===== config.mk =====
export PLATFORM = sky130hd
export DESIGN_NAME = keccak_absorb_ctrl_flat
export DESIGN_NICKNAME = d
export VERILOG_FILES = /design/src/rtl/keccak_absorb_ctrl_if.sv /design/src/rtl/keccak_absorb_ctrl.sv /design/src/flat_wrapper.sv
export SDC_FILE = /design/constraint.sdc
export NUM_CORES = 1
export LEC_CHECK = 0
export ABC_AREA = 1
export ABC_CLOCK_PERIOD_IN_PS = 4050
export CAP_MARGIN = 10
export CORE_ASPECT_RATIO = 0.9
export CORE_MARGIN = 2
export CORE_UTILIZATION = 44
export CTS_CLUSTER_SIZE = 28
export DETAILED_ROUTE_END_ITERATION = 12
export GPL_TIMING_DRIVEN = 0
export PLACE_DENSITY = 0.84
export SLEW_MARGIN = 10
export SYNTH_ARGS = -nofsm -noshare
export SYNTH_HDL_FRONTEND = slang
export SYNTH_SLANG_ARGS = --single-unit

===== constraint.sdc =====
create_clock -name clk -period 4.05 [get_ports clk]
set_clock_uncertainty 0.15 [all_clocks]
set_input_delay 1.215 -clock clk [delete_from_list [all_inputs] [get_ports clk]]
set_output_delay 1.215 -clock clk [all_outputs]
set_load 0.005 [all_outputs]

===== src/rtl/keccak_absorb_ctrl_if.sv =====
// Handshake and datapath-control bundle between the Keccak absorb sequencer,
// the double-buffered input stage, the permutation datapath and the squeeze stage.
interface keccak_absorb_ctrl_if #(
    parameter int RIW   = 5,
    parameter int CNT_W = 16
);
    logic             block_valid;
    logic             block_last;
    logic             block_ready;
    logic             absorb_en;
    logic             round_en;
    logic [RIW-1:0]   round_index;
    logic             state_clear;
    logic             hash_valid;
    logic             hash_ack;
    logic             busy;
    logic [CNT_W-1:0] block_count;

    // master: the sequencer itself
    modport master (
        input  block_valid, block_last, hash_ack,
        output block_ready, absorb_en, round_en, round_index,
               state_clear, hash_valid, busy, block_count
    );

    // slave: input buffer, permutation datapath and output stage
    modport slave (
        output block_valid, block_last, hash_ack,
        input  block_ready, absorb_en, round_en, round_index,
               state_clear, hash_valid, busy, block_count
    );
endinterface


===== src/rtl/keccak_absorb_ctrl.sv =====
// Keccak-f[1600] absorb/permute sequencer with Moore (registered) outputs.
// Macro KECCAK_CTRL_BLOCK_COUNT_EN builds the saturating block counter; otherwise a 1-bit absorbed-any flag.
module keccak_absorb_ctrl #(
    parameter int NUM_ROUNDS = 24,
    parameter int RIW        = $clog2(NUM_ROUNDS),
    parameter int CNT_W      = 16
) (
    input  logic                  clk,
    input  logic                  reset,
    keccak_absorb_ctrl_if.master  bus
);
    typedef enum logic [2:0] {
        S_IDLE   = 3'd0,
        S_ABSORB = 3'd1,
        S_ROUND  = 3'd2,
        S_DONE   = 3'd3,
        S_CLEAR  = 3'd4
    } state_t;

    localparam logic [RIW-1:0] LAST_ROUND = RIW'(NUM_ROUNDS - 1);

    state_t         r_state;
    state_t         w_state_next;
    logic [RIW-1:0] r_round;
    logic [RIW-1:0] w_round_next;
    logic           w_any_absorbed;

    logic r_absorb_en;
    logic r_block_ready;
    logic r_round_en;
    logic r_state_clear;
    logic r_hash_valid;
    logic r_busy;

    always_comb begin
        w_state_next = r_state;
        w_round_next = '0;
        case (r_state)
            S_IDLE: begin
                // A close request with nothing absorbed means the padded block is still on its way.
                if (bus.block_valid)
                    w_state_next = S_ABSORB;
                else if (bus.block_last && w_any_absorbed)
                    w_state_next = S_DONE;
            end
            S_ABSORB: begin
                w_state_next = S_ROUND;
            end
            S_ROUND: begin
                if (r_round == LAST_ROUND)
                    w_state_next = bus.block_valid ? S_ABSORB : S_IDLE;
                else
                    w_round_next = r_round + 1'b1;
            end
            S_DONE: begin
                if (bus.hash_ack)
                    w_state_next = S_CLEAR;
            end
            S_CLEAR: begin
                w_state_next = S_IDLE;
            end
            default: begin
                w_state_next = S_IDLE;
            end
        endcase
    end

    // Outputs are decoded from the next state so every one of them leaves a flop.
    always_ff @(posedge clk or posedge reset) begin
        if (reset) begin
            r_state       <= S_IDLE;
            r_round       <= '0;
            r_absorb_en   <= 1'b0;
            r_block_ready <= 1'b0;
            r_round_en    <= 1'b0;
            r_state_clear <= 1'b0;
            r_hash_valid  <= 1'b0;
            r_busy        <= 1'b0;
        end else begin
            r_state       <= w_state_next;
            r_round       <= w_round_next;
            r_absorb_en   <= (w_state_next == S_ABSORB);
            r_block_ready <= (w_state_next == S_ABSORB);
            r_round_en    <= (w_state_next == S_ROUND);
            r_state_clear <= (w_state_next == S_CLEAR);
            r_hash_valid  <= (w_state_next == S_DONE);
            r_busy        <= (w_state_next != S_IDLE);
        end
    end

`ifdef KECCAK_CTRL_BLOCK_COUNT_EN
    logic [CNT_W-1:0] r_block_count;

    always_ff @(posedge clk or posedge reset) begin
        if (reset) begin
            r_block_count <= '0;
        end else if (w_state_next == S_CLEAR) begin
            r_block_count <= '0;
        end else if ((w_state_next == S_ABSORB) && (r_block_count != {CNT_W{1'b1}})) begin
            r_block_count <= r_block_count + 1'b1;
        end
    end

    assign w_any_absorbed  = (r_block_count != '0);
    assign bus.block_count = r_block_count;
`else
    logic r_any_absorbed;

    always_ff @(posedge clk or posedge reset) begin
        if (reset) begin
            r_any_absorbed <= 1'b0;
        end else if (w_state_next == S_CLEAR) begin
            r_any_absorbed <= 1'b0;
        end else if (w_state_next == S_ABSORB) begin
            r_any_absorbed <= 1'b1;
        end
    end

    assign w_any_absorbed  = r_any_absorbed;
    assign bus.block_count = {CNT_W{1'b0}};
`endif

    assign bus.absorb_en   = r_absorb_en;
    assign bus.block_ready = r_block_ready;
    assign bus.round_en    = r_round_en;
    assign bus.round_index = r_round;
    assign bus.state_clear = r_state_clear;
    assign bus.hash_valid  = r_hash_valid;
    assign bus.busy        = r_busy;
endmodule


===== src/flat_wrapper.sv =====
// flat-port wrapper written by rule: the top's interface ports become plain ports
module keccak_absorb_ctrl_flat 
#(
    parameter int NUM_ROUNDS = 24,
    parameter int RIW        = $clog2(NUM_ROUNDS),
    parameter int CNT_W      = 16
)
  (clk, reset, bus_block_valid, bus_block_last, bus_hash_ack, bus_block_ready, bus_absorb_en, bus_round_en, bus_round_index, bus_state_clear, bus_hash_valid, bus_busy, bus_block_count);
  keccak_absorb_ctrl_if #(.RIW(RIW), .CNT_W(CNT_W)) bus_i ();
  input  logic clk;
  input  logic reset;
  input wire logic [$bits(bus_i.block_valid)-1:0] bus_block_valid;
  input wire logic [$bits(bus_i.block_last)-1:0] bus_block_last;
  input wire logic [$bits(bus_i.hash_ack)-1:0] bus_hash_ack;
  output wire logic [$bits(bus_i.block_ready)-1:0] bus_block_ready;
  output wire logic [$bits(bus_i.absorb_en)-1:0] bus_absorb_en;
  output wire logic [$bits(bus_i.round_en)-1:0] bus_round_en;
  output wire logic [$bits(bus_i.round_index)-1:0] bus_round_index;
  output wire logic [$bits(bus_i.state_clear)-1:0] bus_state_clear;
  output wire logic [$bits(bus_i.hash_valid)-1:0] bus_hash_valid;
  output wire logic [$bits(bus_i.busy)-1:0] bus_busy;
  output wire logic [$bits(bus_i.block_count)-1:0] bus_block_count;
  assign bus_i.block_valid = bus_block_valid;
  assign bus_i.block_last = bus_block_last;
  assign bus_i.hash_ack = bus_hash_ack;
  assign bus_block_ready = bus_i.block_ready;
  assign bus_absorb_en = bus_i.absorb_en;
  assign bus_round_en = bus_i.round_en;
  assign bus_round_index = bus_i.round_index;
  assign bus_state_clear = bus_i.state_clear;
  assign bus_hash_valid = bus_i.hash_valid;
  assign bus_busy = bus_i.busy;
  assign bus_block_count = bus_i.block_count;
  keccak_absorb_ctrl #(.NUM_ROUNDS(NUM_ROUNDS), .RIW(RIW), .CNT_W(CNT_W)) u_core (.clk(clk), .reset(reset), .bus(bus_i));
endmodule

==> flow_summary.yaml <==
drt:
  wl_per_cell_um: 9.389
  dr.pass1.iters: 4
  vias_per_cell: 4.167
  drcViolationCount: 0
  routed-via-count: 600
  routed_wl_um: 1352
  antenna_left: 0
  drt_iter0_drc: 13
floorplan:
  dieArea_um2: 2125
  io_pins: 32
  row_count: 14
  fp.dieH_um: 43.93
  coreArea_um2: 1664
  initial_utilization_pct: 46.84
  die_x_um: 48.37
place:
  placed_cell_area_um2: 1016
  io_buffers: 15
  hpwl_um: 1087
  gp_congestion: 0.8004
  dp_slack_ns: 1.531
synthesis:
  ys_async_sr_fraction_pct: 100.0
  synth_warnings: 0
  syn_inst: 86
  synth_seq_cells: 14
  ys.flop_type: "dfrtp_1"
  syn_area_per_cell_um2: 9.064
  yosys.cell_types.count: 21
  syn_area_um2: 779.5
  ys_seq_area_share_pct: 44.94
  synth_edf_count: 0
finish:
  ff_latch_area_um2: 350.3
  n_fill_cell: 141
  multi_input_area_um2: 297.8
  layout.nets: 127
  final_layout_size_suffix_gt1_share_pct: 30.83
  diodes: 0
  area_growth_pct: 34.99
  fin_area_um2: 1052
grt:
  antenna_found_initial: 0
  grt_max_degree: 15
  grt_overflow: 0
  grt_pass1_wl_um: 2173
  grt.total_usage_pct: 13.42
  first_global_vias: 509
clock_tree:
  cts_tree: "yes"
  clk_latency_ns: 0.28
  postCtsSetupBuffers: 0
  cts_buffers: 3
  ctsHoldBuffers: 0
  cts_resized: 0
  clkSlewWorstSetupHoldPaths_ns: 0.09
  clockBufferDepth: 2
  clkSinkCount: 14
  root_buffer: "clkbuf_4"
  h-tree-depth: 1
critical_path:
  cpLargestDelayFamily: "buffers and inverters"
  path_max_fanout: 5
  path_class: "flop to output pin"
  crit_required_ns: 2.68
  cp-start-kind: "flop"
  crit_buf_inv: 1
  worstPathArrival_ns: 1.25
  slowest_stage: "clkdlybuf4s50_1"
  path_cells: "clkdlybuf4s50_1"
  cpPeakStageDelay_ns: 0.53
  cp-end-kind: "output pin"
timing:
  holdWs_ns: 0.3406
  fin_ws_ns: 1.437
  setup_viol: 0
  tns_ns: 0
  fin_crit_sh_pct: 64.51
  max_freq_ghz: 0.3827
  rsz0062_at_grt: "no"
  fin_crit_ns: 2.613
  slew_headroom_pct: 65.90
  worst_pin_slew_ns: 0.5109
  final_hold_viol_count: 0
  drv_slew: 0
worst_hold_path:
  min_path_type: "flop to flop"
power:
  cellPowerDensity_nw_per_um2: 551.7
  finalPower_mw: 0.5805
  ir_drop_mv: 0.3496
  p_leak_nw: 0.5788
job:
  cap_violations: 0
run_status:
  status: "completed"
-- through the flow --
| step | utilization, % | instances |
|---|---|---|
| after global routing | 63.23 | 144 |
| after global placement | 61.05 | 140 |
| final | 63.23 | 144 |
| after floorplan | - | 101 |
| after detailed placement | 61.05 | 140 |
| after CTS | 63.23 | 144 |
-- layer usage --
| layer | wire, um | vias up | global-route usage, % |
|---|---|---|---|
| li1 | - | 297 | - |
| met1 | 550 | 272 | 16.59 |
| met2 | 659 | 26 | 22.78 |
| met3 | 100 | 5 | 1.724 |
| met4 | 42 | 0 | 8.571 |
| met5 | 0 | - | 0 |
-- cells in the final DEF (no fill, tap or decap), drive strengths merged, types with 2 or more instances in the layout --
| cell type | instances |
|---|---|
| buf | 17 |
| conb | 16 |
| inv | 16 |
| clkdlybuf4s50 | 15 |
| dfrtp | 14 |
| nand2 | 12 |
| nand3 | 8 |
| nor2 | 7 |
| clkbuf | 4 |
| o21ai | 3 |
| nor3 | 3 |
| nand4 | 2 |
-- cell usage after synthesis (2+ instances only) --
master / count / area (um^2)
buf_4: 17 / 127.6
dfrtp_1: 14 / 350.3
inv_1: 11 / 41.29
nand2_1: 9 / 33.78
inv_2: 5 / 18.77
nand3_1: 5 / 25.02
nor2_1: 5 / 18.77
nand2_2: 3 / 18.77
nand3_2: 3 / 30.03
nand4_1: 2 / 12.51
o21ai_0: 2 / 10.01
-- cells by family (layout without fill, tap and decap cells) --
logic type | after synthesis | count (layout) | synth area share, %
XOR/XNOR | 1 | 1 | 1.124
buffers and inverters | 33 | 52 | 24.08
adder cells (fa/ha/maj) | 1 | 1 | 1.605
other | 1 | 16 | 0.4811
AND/OR/NAND/NOR | 32 | 32 | 24.08
AO/OA/AOI/OAI | 4 | 4 | 3.692
flip-flops | 14 | 14 | 44.94
-- report_power, final --
part | leakage (nW) | internal [mW] | switching [mW]
sequential | 0.180 | 0.185 | 0.0330
combinational | 0.377 | 0.125 | 0.135
clock | 0.0210 | 0.0548 | 0.0478
-- path summary, 6_finish.rpt --
check	endpoint	slack (ns)	depth (start not counted)	startpoint
setup / recovery	bus_round_index[4]	1.44	1	u_core.bus.round_index[4]
hold / removal	u_core.bus.round_index[0]	0.34	1	u_core.bus.round_index[0]
setup reg to reg	u_core.bus.busy	2.59	6	u_core.bus.round_index[0]
hold reg to reg	u_core.bus.round_index[0]	0.34	1	u_core.bus.round_index[0]
max in group asynchronous	u_core.bus.hash_valid	2.31	2	reset
min in group asynchronous	u_core.bus.round_index[1]	1.10	2	reset
-- final cells by class --
type / count / area share, %
clock buffer: 4 / 3.448
timing repair buffer: 15 / 14.27
inverter: 16 / 5.707
sequential: 14 / 33.29
buffer: 17 / 12.13
tap: 24 / 2.854
multi-input combinational: 54 / 28.30
-- registers in the layout, summed over array words and instances (netlist names) --
name and cells:
u_core.bus.busy 1, u_core.bus.hash_valid 1, u_core.bus.round_en 1, u_core.bus.absorb_en 1
u_core.r_state 3, u_core.r_any_absorbed 1, u_core.bus.state_clear 1, u_core.bus.round_index 5
Note: power is estimated with default switching activity, not from simulation.
